`src/rtl/axi4_wr_responder_if.sv`:
```
// ---------------------------------------------------------------------------
// axi4_wr_responder_if
// Write-channel bundle (AW, W, B) between an AXI4 write master and the
// axi4_wr_responder slave.
//   master modport : drives AW*, W*, BREADY; observes AWREADY, WREADY, B*
//   slave modport  : drives AWREADY, WREADY, BID, BRESP, BVALID
// ---------------------------------------------------------------------------
interface axi4_wr_responder_if #(
    parameter int ADDR_WIDTH = 12,
    parameter int DATA_WIDTH = 32,
    parameter int ID_WIDTH   = 4
);
    // Write address channel
    logic [ID_WIDTH-1:0]     AWID;
    logic [ADDR_WIDTH-1:0]   AWADDR;
    logic [7:0]              AWLEN;
    logic [2:0]              AWSIZE;
    logic [1:0]              AWBURST;
    logic                    AWVALID;
    logic                    AWREADY;
    // Write data channel
    logic [DATA_WIDTH-1:0]   WDATA;
    logic [DATA_WIDTH/8-1:0] WSTRB;
    logic                    WLAST;
    logic                    WVALID;
    logic                    WREADY;
    // Write response channel
    logic [ID_WIDTH-1:0]     BID;
    logic [1:0]              BRESP;
    logic                    BVALID;
    logic                    BREADY;

    modport master (
        output AWID, AWADDR, AWLEN, AWSIZE, AWBURST, AWVALID,
        output WDATA, WSTRB, WLAST, WVALID,
        output BREADY,
        input  AWREADY, WREADY, BID, BRESP, BVALID
    );

    modport slave (
        input  AWID, AWADDR, AWLEN, AWSIZE, AWBURST, AWVALID,
        input  WDATA, WSTRB, WLAST, WVALID,
        input  BREADY,
        output AWREADY, WREADY, BID, BRESP, BVALID
    );
endinterface

```
`src/rtl/axi4_wr_responder.sv`:
```
// ---------------------------------------------------------------------------
// axi4_wr_responder
// AXI4 write slave in front of a simple word-addressed memory write port.
// Accepts one burst at a time (AW, then all W beats, then B), turns every
// beat of a legal burst into a one-cycle MEM_WEN pulse and reports
// OKAY / SLVERR / DECERR on the B channel.
// Ports:
//   CLK, RESET      sole clock, synchronous active-high reset
//   bus (slave)     AW / W / B channels
//   MEM_WEN         one-cycle write pulse per accepted beat of a legal burst
//   MEM_ADDR        memory word index
//   MEM_WDATA/WSTRB beat data and byte strobes
// ---------------------------------------------------------------------------
module axi4_wr_responder #(
    parameter int ADDR_WIDTH = 12,
    parameter int DATA_WIDTH = 32,
    parameter int ID_WIDTH   = 4,
    parameter int MEM_DEPTH  = 6
) (
    input  logic                    CLK,
    input  logic                    RESET,
    axi4_wr_responder_if.slave      bus,
    output logic                    MEM_WEN,
    output logic [MEM_DEPTH-1:0]    MEM_ADDR,
    output logic [DATA_WIDTH-1:0]   MEM_WDATA,
    output logic [DATA_WIDTH/8-1:0] MEM_WSTRB
);
    localparam int STRB_W = DATA_WIDTH / 8;
    localparam int B      = $clog2(STRB_W);

    localparam logic [1:0] RESP_OKAY   = 2'b00;
    localparam logic [1:0] RESP_SLVERR = 2'b10;
    localparam logic [1:0] RESP_DECERR = 2'b11;
    localparam logic [1:0] BURST_FIXED = 2'b00;
    localparam logic [1:0] BURST_INCR  = 2'b01;

    typedef enum logic [1:0] {IDLE, DATA, RESP} state_t;

    state_t              state_q,  state_d;
    logic                awready_q, awready_d;
    logic                wready_q,  wready_d;
    logic                bvalid_q,  bvalid_d;
    logic [ID_WIDTH-1:0] id_q,      id_d;
    logic [MEM_DEPTH-1:0] idx_q,    idx_d;
    logic [7:0]          len_q,     len_d;
    logic [1:0]          burst_q,   burst_d;
    logic [1:0]          err_q,     err_d;    // address-phase code, gates writes
    logic [1:0]          resp_q,    resp_d;   // code reported on B
    logic [8:0]          beat_q,    beat_d;
    logic                mem_wen_q, mem_wen_d;
    logic [MEM_DEPTH-1:0] mem_addr_q, mem_addr_d;
    logic [DATA_WIDTH-1:0] mem_wdata_q, mem_wdata_d;
    logic [STRB_W-1:0]   mem_wstrb_q, mem_wstrb_d;

    logic [1:0] aw_code;
    logic       last_beat;

    // Address-phase classification of the incoming burst.
    always_comb begin
        aw_code = RESP_OKAY;
        if ((bus.AWADDR >> (MEM_DEPTH + B)) != '0) begin
            aw_code = RESP_DECERR;
        end else if (bus.AWSIZE != 3'(B) || bus.AWBURST[1]) begin
            aw_code = RESP_SLVERR;
        end
    end

    assign last_beat = (beat_q == {1'b0, len_q});

    always_comb begin
        state_d     = state_q;
        id_d        = id_q;
        idx_d       = idx_q;
        len_d       = len_q;
        burst_d     = burst_q;
        err_d       = err_q;
        resp_d      = resp_q;
        beat_d      = beat_q;
        mem_wen_d   = 1'b0;
        mem_addr_d  = mem_addr_q;
        mem_wdata_d = mem_wdata_q;
        mem_wstrb_d = mem_wstrb_q;

        case (state_q)
            IDLE: begin
                if (bus.AWVALID && awready_q) begin
                    id_d    = bus.AWID;
                    idx_d   = bus.AWADDR[MEM_DEPTH+B-1:B];
                    len_d   = bus.AWLEN;
                    burst_d = bus.AWBURST;
                    err_d   = aw_code;
                    resp_d  = aw_code;
                    beat_d  = '0;
                    state_d = DATA;
                end
            end
            DATA: begin
                if (bus.WVALID && wready_q) begin
                    beat_d = beat_q + 9'd1;
                    // Writes depend only on the address-phase code; a WLAST
                    // mismatch downgrades the response but keeps writing.
                    if (err_q == RESP_OKAY) begin
                        mem_wen_d   = 1'b1;
                        mem_addr_d  = idx_q;
                        mem_wdata_d = bus.WDATA;
                        mem_wstrb_d = bus.WSTRB;
                    end
                    if (burst_q == BURST_INCR) begin
                        idx_d = idx_q + 1'b1;   // wraps modulo memory size
                    end else if (burst_q == BURST_FIXED) begin
                        idx_d = idx_q;
                    end
                    if (resp_q == RESP_OKAY && (bus.WLAST != last_beat)) begin
                        resp_d = RESP_SLVERR;
                    end
                    if (last_beat) begin
                        state_d = RESP;
                    end
                end
            end
            RESP: begin
                if (bvalid_q && bus.BREADY) begin
                    state_d = IDLE;
                end
            end
            default: state_d = IDLE;
        endcase

        // Handshake flags are registered copies of the next state so that
        // no input reaches an output combinationally.
        awready_d = (state_d == IDLE);
        wready_d  = (state_d == DATA);
        bvalid_d  = (state_d == RESP);
    end

    always_ff @(posedge CLK) begin
        if (RESET) begin
            state_q     <= IDLE;
            awready_q   <= 1'b0;
            wready_q    <= 1'b0;
            bvalid_q    <= 1'b0;
            id_q        <= '0;
            idx_q       <= '0;
            len_q       <= '0;
            burst_q     <= '0;
            err_q       <= RESP_OKAY;
            resp_q      <= RESP_OKAY;
            beat_q      <= '0;
            mem_wen_q   <= 1'b0;
            mem_addr_q  <= '0;
            mem_wdata_q <= '0;
            mem_wstrb_q <= '0;
        end else begin
            state_q     <= state_d;
            awready_q   <= awready_d;
            wready_q    <= wready_d;
            bvalid_q    <= bvalid_d;
            id_q        <= id_d;
            idx_q       <= idx_d;
            len_q       <= len_d;
            burst_q     <= burst_d;
            err_q       <= err_d;
            resp_q      <= resp_d;
            beat_q      <= beat_d;
            mem_wen_q   <= mem_wen_d;
            mem_addr_q  <= mem_addr_d;
            mem_wdata_q <= mem_wdata_d;
            mem_wstrb_q <= mem_wstrb_d;
        end
    end

    assign bus.AWREADY = awready_q;
    assign bus.WREADY  = wready_q;
    assign bus.BVALID  = bvalid_q;
    assign bus.BID     = id_q;
    assign bus.BRESP   = resp_q;

    assign MEM_WEN   = mem_wen_q;
    assign MEM_ADDR  = mem_addr_q;
    assign MEM_WDATA = mem_wdata_q;
    assign MEM_WSTRB = mem_wstrb_q;
endmodule

```
`src/flat_wrapper.sv`:
```
// flat-port wrapper written by rule: the top's interface ports become plain ports
module axi4_wr_responder_flat 
#(
    parameter int ADDR_WIDTH = 12,
    parameter int DATA_WIDTH = 32,
    parameter int ID_WIDTH   = 4,
    parameter int MEM_DEPTH  = 6
)
  (CLK, RESET, MEM_WEN, MEM_ADDR, MEM_WDATA, MEM_WSTRB, bus_AWID, bus_AWADDR, bus_AWLEN, bus_AWSIZE, bus_AWBURST, bus_AWVALID, bus_WDATA, bus_WSTRB, bus_WLAST, bus_WVALID, bus_BREADY, bus_AWREADY, bus_WREADY, bus_BID, bus_BRESP, bus_BVALID);
  axi4_wr_responder_if #(.ADDR_WIDTH(ADDR_WIDTH), .DATA_WIDTH(DATA_WIDTH), .ID_WIDTH(ID_WIDTH)) bus_i ();
  input  logic CLK;
  input  logic RESET;
  output logic MEM_WEN;
  output logic [MEM_DEPTH-1:0] MEM_ADDR;
  output logic [DATA_WIDTH-1:0] MEM_WDATA;
  output logic [DATA_WIDTH/8-1:0] MEM_WSTRB;
  input wire logic [$bits(bus_i.AWID)-1:0] bus_AWID;
  input wire logic [$bits(bus_i.AWADDR)-1:0] bus_AWADDR;
  input wire logic [$bits(bus_i.AWLEN)-1:0] bus_AWLEN;
  input wire logic [$bits(bus_i.AWSIZE)-1:0] bus_AWSIZE;
  input wire logic [$bits(bus_i.AWBURST)-1:0] bus_AWBURST;
  input wire logic [$bits(bus_i.AWVALID)-1:0] bus_AWVALID;
  input wire logic [$bits(bus_i.WDATA)-1:0] bus_WDATA;
  input wire logic [$bits(bus_i.WSTRB)-1:0] bus_WSTRB;
  input wire logic [$bits(bus_i.WLAST)-1:0] bus_WLAST;
  input wire logic [$bits(bus_i.WVALID)-1:0] bus_WVALID;
  input wire logic [$bits(bus_i.BREADY)-1:0] bus_BREADY;
  output wire logic [$bits(bus_i.AWREADY)-1:0] bus_AWREADY;
  output wire logic [$bits(bus_i.WREADY)-1:0] bus_WREADY;
  output wire logic [$bits(bus_i.BID)-1:0] bus_BID;
  output wire logic [$bits(bus_i.BRESP)-1:0] bus_BRESP;
  output wire logic [$bits(bus_i.BVALID)-1:0] bus_BVALID;
  assign bus_i.AWID = bus_AWID;
  assign bus_i.AWADDR = bus_AWADDR;
  assign bus_i.AWLEN = bus_AWLEN;
  assign bus_i.AWSIZE = bus_AWSIZE;
  assign bus_i.AWBURST = bus_AWBURST;
  assign bus_i.AWVALID = bus_AWVALID;
  assign bus_i.WDATA = bus_WDATA;
  assign bus_i.WSTRB = bus_WSTRB;
  assign bus_i.WLAST = bus_WLAST;
  assign bus_i.WVALID = bus_WVALID;
  assign bus_i.BREADY = bus_BREADY;
  assign bus_AWREADY = bus_i.AWREADY;
  assign bus_WREADY = bus_i.WREADY;
  assign bus_BID = bus_i.BID;
  assign bus_BRESP = bus_i.BRESP;
  assign bus_BVALID = bus_i.BVALID;
  axi4_wr_responder #(.ADDR_WIDTH(ADDR_WIDTH), .DATA_WIDTH(DATA_WIDTH), .ID_WIDTH(ID_WIDTH), .MEM_DEPTH(MEM_DEPTH)) u_core (.CLK(CLK), .RESET(RESET), .bus(bus_i), .MEM_WEN(MEM_WEN), .MEM_ADDR(MEM_ADDR), .MEM_WDATA(MEM_WDATA), .MEM_WSTRB(MEM_WSTRB));
endmodule
```
`config.mk`:
```
export PLATFORM = sky130hd
export DESIGN_NAME = axi4_wr_responder_flat
export DESIGN_NICKNAME = d
export VERILOG_FILES = /design/src/rtl/axi4_wr_responder_if.sv /design/src/rtl/axi4_wr_responder.sv /design/src/flat_wrapper.sv
export SDC_FILE = /design/constraint.sdc
export NUM_CORES = 1
export LEC_CHECK = 0
export BUFFER_PORTS_ARGS = -buffer_cell sky130_fd_sc_hd__buf_2
export CORE_ASPECT_RATIO = 0.75
export CORE_MARGIN = 2
export CORE_UTILIZATION = 36
export CTS_CLUSTER_SIZE = 30
export DETAILED_ROUTE_END_ITERATION = 10
export PLACE_DENSITY = 0.74
export SYNTH_ARGS = -nofsm -noshare
export SYNTH_HDL_FRONTEND = slang
export SYNTH_SLANG_ARGS = --single-unit
```
`constraint.sdc`:
```
create_clock -name CLK -period 1.6 [get_ports CLK]
set_input_delay 0.16 -clock CLK [delete_from_list [all_inputs] [get_ports CLK]]
set_output_delay 0.16 -clock CLK [all_outputs]
set_load 0.005 [all_outputs]
```
==> results.yml, run 1 <==
global_route:
  grt_max_degree: 44
  antenna_found_initial: 0
  met1_usage_pct: 19.62
  grt-busiest-layer: "met2"
  overflow: 0
  grtUsageTotal_pct: 16.56
  groute.layer.met2.usage_pct: 27.93
  grt_first_pass_wirelength_um: 13030
  first_global_vias: 2943
  grtUsageMet3_pct: 5.018
drt:
  wl_um: 7771
  via_count: 3008
  avgRoutedWirePerCell_um: 12.62
  dr.first_iter.drc_count: 152
  vias_per_cell: 4.883
  drtAntennaViolNets: 0
  route.detailed.drc: 0
  firstDrtPassIters: 4
cells_and_area:
  instances_no_fill: 616
  fin_util_pct: 49.58
  num_antenna_cells: 0
  mostFrequentLayoutCells: "nand2_1 (122), buf_2 (120), dfxtp_1 (80)"
  final_common_cell: "nand2_1"
  drive_gt1_share_pct: 31.10
  num-nets-final: 577
  syn2layout_area_growth_pct: 32.46
worst_setup_path:
  reg2reg_depth: 6
  path_class: "reg -> reg"
  rr_endpoint: "u_core.bus.BRESP[1]"
  r2r-start: "u_core.state_q[1]"
  critPathArrivalTime_ps: 1710
  crit_end: "u_core.bus.BRESP[1]"
  end_kind: "flip-flop"
  critPathRequiredTime_ps: 1790
  cp-start-kind: "flip-flop"
  crit_fanout: 22
  crit_start: "u_core.state_q[1]"
  rrSetupSlack_ps: 80
power_and_ir_drop:
  power_mw: 4.432
  ir_drop_v: 0.0006173
  power_density_nw_per_um2: 1048
  p_leak_nw: 1.796
clock_network:
  clkLatencyLatePin_ps: 320
  cts_htree_levels: 3
  tritoncts: "yes"
  clk_path_buf_depth: 2
  cts_buffers: 9
  clk_pin_slew_ps: 60
  cts.sinks: 81
  clock-root-buffer: "clkbuf_16"
sta:
  holdWs_ps: 66.45
  slew-limit-headroom_pct: 70.31
  worst_pin_slew_ps: 445.4
  rsz0062_at_grt: "yes"
  hold_violations: 0
  fin_worst_skew_ps: 3.314
  fin_crit_sh_pct: 95.15
  final-setup-viol-count: 0
  setup_tns_ps: 0
  slew_violations: 0
  min_period_ps: 1522
  max_freq_mhz: 656.8
synthesis:
  synth-edff-count: 0
  ys.flop_type: "dfxtp_1"
  synth_top_area_share_pct: 50.80
  yosys.area.top_type: "dfxtp_1"
  synth_nets: 459
  ys_ff_latch: 81
  async_flop_share_pct: 0
  synth_cell_types: 45
  yosysSeqAreaShare_pct: 50.80
  synthTopCellsByArea: "dfxtp_1 (51%), nand2_1 (14%), a21oi_1 (10%), nor2_1 (2.6%), xnor2_1 (2.5%)"
  ys_warn_count: 0
  avgSynthCellArea_um2: 8.269
  syn_inst: 386
  syn_area_um2: 3192
min_path:
  whs_path_depth: 3
  holdCritPathClass: "in -> reg"
placed_design:
  globalplace.congestion: 0.8774
  post-dp-hpwl_um: 5670
  place.port_buffers: 120
  place_inst: 601
floorplanning:
  die_y_um: 85.55
  num_rows: 29
  fp.dieW_um: 112.7
  die_area_um2: 9643
  core_area_um2: 8527
  pin_count: 123
  initial_core_util_pct: 37.43
run_status:
  outcome: "completed"
flow_run:
  max_cap_violations: 0
## timing repair
| action | in CTS | in global routing |
|---|---|---|
| buffers inserted | 0 | 0 |
| endpoints found under the setup margin | 3 | 53 |
| hold buffers | 0 | 0 |
| gates resized for setup | 2 | 4 |
| pin swaps | 0 | 0 |
| hold endpoints to repair | 0 | 0 |
## worst max-delay path: stages, from the launching register on
cell and delay [ps]:
dfxtp_1 430, and4bb_2 310, buf_12 160, nor2_1 200, nor2_1 90, nand4b_1 100
o211ai_1 100
## state kept, by name, indices dropped and copies added, names as in the netlist
name	cells
u_core.bus.BRESP	2
u_core.beat_q	9
u_core.state_q	2
u_core.MEM_WDATA	32
u_core.bus.AWREADY	1
u_core.idx_q	6
u_core.bus.BVALID	1
u_core.MEM_WEN	1
u_core.err_q	2
u_core.bus.WREADY	1
u_core.len_q	8
u_core.bus.BID	4
u_core.MEM_ADDR	6
u_core.MEM_WSTRB	4
u_core.burst_q	2
## cell families after synthesis
logic type	after synthesis	share of synthesized area [%]
flops	81	50.80
compound gates	87	15.52
buf+inv	26	4.351
xor+xnor	15	4.116
simple gates	175	24.42
fa+ha+maj	2	0.7839
## per-stage QoR
step,worst slack [ps],instance area [µm²]
3_3_place_gp,38.93,3926
3_5_place_dp,-11.72,3926
4_1_cts,17.10,4217
5_1_grt,-24.33,4228
2_1_floorplan,178.4,3192
6_report,77.54,4228
## worst min path at each step
| stage | startpoint | endpoint |
|---|---|---|
| after detailed placement | bus_WSTRB[3] | u_core.MEM_WSTRB[3] |
| final | bus_WSTRB[0] | u_core.MEM_WSTRB[0] |
| after floorplan | bus_AWBURST[0] | u_core.burst_q[0] |
| after CTS | bus_WSTRB[3] | u_core.MEM_WSTRB[3] |
| after global placement | bus_WDATA[22] | u_core.MEM_WDATA[22] |
| after global routing | bus_WDATA[31] | u_core.MEM_WDATA[31] |
## Yosys cell counts (2+ instances only)
| cell | instances |
|---|---|
| nand2_1 | 122 |
| dfxtp_1 | 81 |
| a21oi_1 | 64 |
| nor2_1 | 22 |
| clkbuf_1 | 11 |
| buf_2 | 9 |
| xnor2_1 | 9 |
| xor2_1 | 6 |
| nand3_1 | 5 |
| buf_6 | 4 |
| nand4_1 | 4 |
| a31oi_1 | 3 |
| and3_1 | 3 |
| o21a_1 | 3 |
| o21ai_1 | 3 |
| a22oi_1 | 2 |
| a2bb2oi_1 | 2 |
| ha_1 | 2 |
| nand2b_1 | 2 |
| nor2b_1 | 2 |
| nor3_1 | 2 |
| or3_1 | 2 |
## report_power, final
group	switching [mW]	internal (mW)
Sequential	0.0458	2.07
Clock	0.741	1.19
Combinational	0.199	0.183
## layout make-up
cell class / count / area [µm²]
fill: 835 / 4299
sequential: 81 / 1623
multi-input combinational: 279 / 1460
timing repair buffer: 132 / 728.2
clock buffer: 11 / 232.7
tap: 108 / 135.1
clock inverter: 4 / 45.04
inverter: 1 / 3.754
## layer usage
metal	share of wire (%)	wire, µm
met2	48	3742
met1	44	3436
met5	0	0
met4	1.4	106
met3	6.3	486
Note: power is estimated with default switching activity, not from simulation.
==> run 2, diff against run 1 <==
- RECOVER_POWER: not set -> 50
==> results.yml, run 2 (same netlist as run 1, synthesis figures left out) <==
run_status:
  outcome: "completed"
sta:
  worst_pin_slew_ps: 444.0
  fin_worst_skew_ps: 3.344
  final-setup-viol-count: 0
  min_period_ps: 1522
  slew_violations: 0
  slew-limit-headroom_pct: 70.40
  hold_violations: 0
  rsz0062_at_grt: "yes"
  holdWs_ps: 66.45
  fin_crit_sh_pct: 95.15
  max_freq_mhz: 656.8
cells_and_area:
  syn2layout_area_growth_pct: 31.75
  fillers: 841
  num_antenna_cells: 0
  drive_gt1_share_pct: 27.56
  num-nets-final: 577
  fin_util_pct: 49.32
  final_common_cell: "nand2_1"
  mostFrequentLayoutCells: "nand2_1 (122), buf_2 (102), dfxtp_1 (80)"
  largest_register_ff_count: 32
drt:
  wl_met3_um: 485
  dr_wl_met2_um: 3739
  vias_per_cell: 4.880
  via_count: 3006
  wl_met1_um: 3447
  highest_layer: "met4"
  dr.first_iter.drc_count: 135
  wl_um: 7778
  avgRoutedWirePerCell_um: 12.63
  route.detailed.drc: 0
  firstDrtPassIters: 4
  drtAntennaViolNets: 0
clock_network:
  cts_buffers: 9
  clock-root-buffer: "clkbuf_16"
  clk_path_buf_depth: 2
  post_cts_buffers: 0
  cts_htree_levels: 3
  clk_pin_slew_ps: 60
  tritoncts: "yes"
  cts.sinks: 81
  clkLatencyLatePin_ps: 320
floorplanning:
  die_y_um: 85.55
  num_rows: 29
  fp.dieW_um: 112.7
  pin_count: 123
  initial_core_util_pct: 37.43
  core_area_um2: 8527
  die_area_um2: 9643
worst_setup_path:
  cp-start-kind: "flip-flop"
  crit_fanout: 22
  critPathArrivalTime_ps: 1710
  critPathRequiredTime_ps: 1790
  path_class: "reg -> reg"
  end_kind: "flip-flop"
power_and_ir_drop:
  clockPowerShare_pct: 43.6
  power_density_nw_per_um2: 1054
  p_int_mw: 3.445
  power_frac_seq_pct: 47.8
  ir_drop_v: 0.0006173
  swShare_pct: 22.25
  power_switching_mw: 0.9857
  combPwrFrac_pct: 8.6
  p_leak_nw: 1.717
flow_run:
  max_cap_violations: 0
global_route:
  grt_first_pass_wirelength_um: 13030
  antenna_found_initial: 0
  first_global_vias: 2943
  grt_max_degree: 44
  overflow: 0
  grtUsageTotal_pct: 16.56
placed_design:
  globalplace.congestion: 0.8774
  place.port_buffers: 120
  post-dp-hpwl_um: 5670
min_path:
  holdCritPathClass: "in -> reg"
## run 2: through the flow
step / area (µm²) / setup slack, ps / power, mW / TNS [ps] / cells
2_1_floorplan: 3192 / 178.4 / 2.354 / 0 / 386
3_3_place_gp: 3926 / 38.93 / 2.528 / 0 / 601
3_5_place_dp: 3926 / -11.72 / 2.538 / -30.33 / 601
4_1_cts: 4217 / 17.10 / 4.495 / 0 / 616
5_1_grt: 4205 / -24.33 / 4.626 / -24.33 / 616
6_report: 4205 / 77.54 / 4.431 / 0 / 616
## run 2: worst max-delay path, cell delays in order, from the launching register on
cell and delay [ps]:
dfxtp_1 430, and4bb_2 310, buf_12 160, nor2_1 200, nor2_1 90, nand4b_1 100, o211ai_1 100
## run 2: layout make-up
class                      count  area [µm²]  area share, %
inverter                       1       3.754        0.08926
timing repair buffer         132       705.7          16.78
multi-input combinational    279        1460          34.72
clock inverter                 4       45.04          1.071
sequential                    81        1623          38.59
clock buffer                  11       232.7          5.534
tap                          108       135.1          3.213
## run 2: path summary, 6_finish.rpt
path                                          start                   to  slack, ps  cells after the start
worst min-delay path                   bus_WSTRB[0]  u_core.MEM_WSTRB[0]         70                      3
worst max-delay path              u_core.state_q[1]  u_core.bus.BRESP[1]         80                      6
worst max register to register    u_core.state_q[1]  u_core.bus.BRESP[1]         80                      6
worst min register to register  u_core.MEM_WSTRB[3]  u_core.MEM_WSTRB[3]        450                      2
## run 2: repair_timing
action	4_1_cts	5_1_grt
gates resized for setup	2	4
endpoints found under the setup margin	3	53
pin swaps	0	0
hold buffers	0	0
## run 2: layer usage
metal  up-vias  global-route usage (%)
li1       1531                       -
met1      1381                   19.62
met2        84                   27.93
met3        10                   5.018
met4         0                   7.428
met5         -                       0
## run 2: power groups by stage
stage               clock network [mW]  logic [mW]  registers, mW
floorplan                            0       0.201           2.15
global placement                     0       0.370           2.16
detailed placement                   0       0.378           2.16
CTS                               2.00       0.381           2.12
global route                      2.08       0.423           2.12
finish                            1.93       0.380           2.12
==> run 3, diff against run 2 <==
- CORE_UTILIZATION: 36 -> 30
- CTS_BUF_LIST: not set -> sky130_fd_sc_hd__clkbuf_4
- PLACE_DENSITY: 0.74 -> 0.65
- TNS_END_PERCENT: not set -> 100
==> results.yml, run 3 (same netlist as run 1, synthesis figures left out) <==
cells_and_area:
  mostFrequentLayoutCells: "nand2_1 (122), buf_2 (86), dfxtp_1 (79)"
  multi_input_area_um2: 1463
  regArea_um2: 1624
  syn2layout_area_growth_pct: 45.20
  drive_gt1_share_pct: 22.06
  num_antenna_cells: 0
  final_common_cell: "nand2_1"
  instances_no_fill: 698
  largest_register_ff_count: 32
  num-nets-final: 630
  fillers: 1010
  fin_util_pct: 44.86
power_and_ir_drop:
  power_density_nw_per_um2: 852.6
  ir_drop_v: 0.0004373
  p_leak_nw: 1.818
worst_setup_path:
  cpMaxStageDelayCell: "dfxtp_1"
  max_stage_delay_ps: 440
  path_class: "reg -> reg"
  rrSetupSlack_ps: 120
  cp-start-kind: "flip-flop"
  r2r-start: "u_core.bus.WREADY"
  reg2reg_depth: 5
  end_kind: "flip-flop"
  critPathRequiredTime_ps: 1890
  cp_cell_sequence: "nand4b_4 > or3_1 > buf_12 > nand2_1 > a21oi_1"
  critPathArrivalTime_ps: 1770
  crit_fanout: 43
  critPathBufInv: 1
  rr_endpoint: "u_core.MEM_WDATA[30]"
  critPathTopFamily: "simple AND/OR/NAND/NOR gates"
floorplanning:
  pin_count: 123
  initial_core_util_pct: 30.90
  die_area_um2: 11490
  num_rows: 32
  core_area_um2: 10330
  die_y_um: 93.33
  fp.dieW_um: 123.1
clock_network:
  clkLatencyLatePin_ps: 420
  cts_buffers: 9
  post_cts_buffers: 0
  clk_pin_slew_ps: 130
  clock-root-buffer: "clkbuf_4"
  cts.sinks: 81
  clk_path_buf_depth: 2
  cts_htree_levels: 3
  tritoncts: "yes"
sta:
  fin_worst_skew_ps: 22.91
  slew_violations: 0
  final-setup-viol-count: 0
  max_freq_mhz: 677.6
  rsz0062_at_grt: "no"
  setup_tns_ps: 0
  worst_pin_slew_ps: 448.5
  fin_crit_sh_pct: 92.23
  slew-limit-headroom_pct: 69.83
  hold_violations: 0
  min_period_ps: 1476
  holdWs_ps: 72.03
min_path:
  holdCritPathClass: "in -> reg"
  whs_path_depth: 2
  min_from: "RESET"
  hold_end: "u_core.state_q[1]"
drt:
  route.detailed.drc: 0
  drtAntennaViolNets: 0
  dr.first_iter.drc_count: 208
  avgRoutedWirePerCell_um: 12.86
  firstDrtPassIters: 4
  wl_um: 8976
  via_count: 3192
  vias_per_cell: 4.573
run_status:
  outcome: "completed"
global_route:
  grt_max_degree: 44
  antenna_found_initial: 0
  grtUsageTotal_pct: 15.74
  grt_first_pass_wirelength_um: 14190
  first_global_vias: 3027
  overflow: 0
placed_design:
  place.port_buffers: 120
  place_inst: 629
  globalplace.congestion: 0.7984
  post-dp-hpwl_um: 5921
flow_run:
  max_cap_violations: 0
-- run 3: worst max-delay path by stage --
stage,from,endpoint,cells past startpoint
finish,u_core.bus.WREADY,u_core.MEM_WDATA[30],5
CTS,u_core.state_q[0],u_core.bus.AWREADY,4
floorplan,u_core.state_q[0],u_core.MEM_ADDR[0],6
global placement,u_core.state_q[0],u_core.beat_q[5],5
detailed placement,u_core.state_q[0],u_core.beat_q[7],5
global route,u_core.bus.WREADY,u_core.MEM_WDATA[4],5
-- run 3: layer usage --
metal / wire length (µm) / global-route usage, %
met1: 4081 / 19.37
met2: 4237 / 25.46
met3: 520 / 5.549
met4: 136 / 5.587
met5: 0 / 0
-- run 3: what timing repair did --
item,in CTS,in global routing
resized for setup,1,5
endpoints found under the setup margin,2,56
endpoints found under the hold margin,53,0
hold buffers,53,0
-- run 3: through the flow --
stage                     cell area, µm²  total power [mW]  setup WS [ps]
after global placement              3961             2.537          48.39
after floorplan                     3192             2.354          178.4
after global routing                4634             4.131         0.6493
after detailed placement            3961             2.549         -23.54
after CTS                           4656             3.998          22.89
final                               4634             3.952          124.3
-- run 3: report_power, final --
part           internal, mW  leakage, nW  switching, mW
logic                 0.271         1.08          0.227
registers              2.07        0.656         0.0486
clock network         0.679       0.0866          0.656
total                  3.02         1.82          0.931
-- run 3: cell type report --
| type | instances | share of cell area [%] |
|---|---|---|
| clock buffer | 12 | 1.944 |
| inverter | 1 | 0.08099 |
| clock inverter | 4 | 1.458 |
| sequential | 81 | 35.04 |
| timing repair buffer | 185 | 26.24 |
| multi-input combinational | 279 | 31.56 |
| tap | 136 | 3.672 |
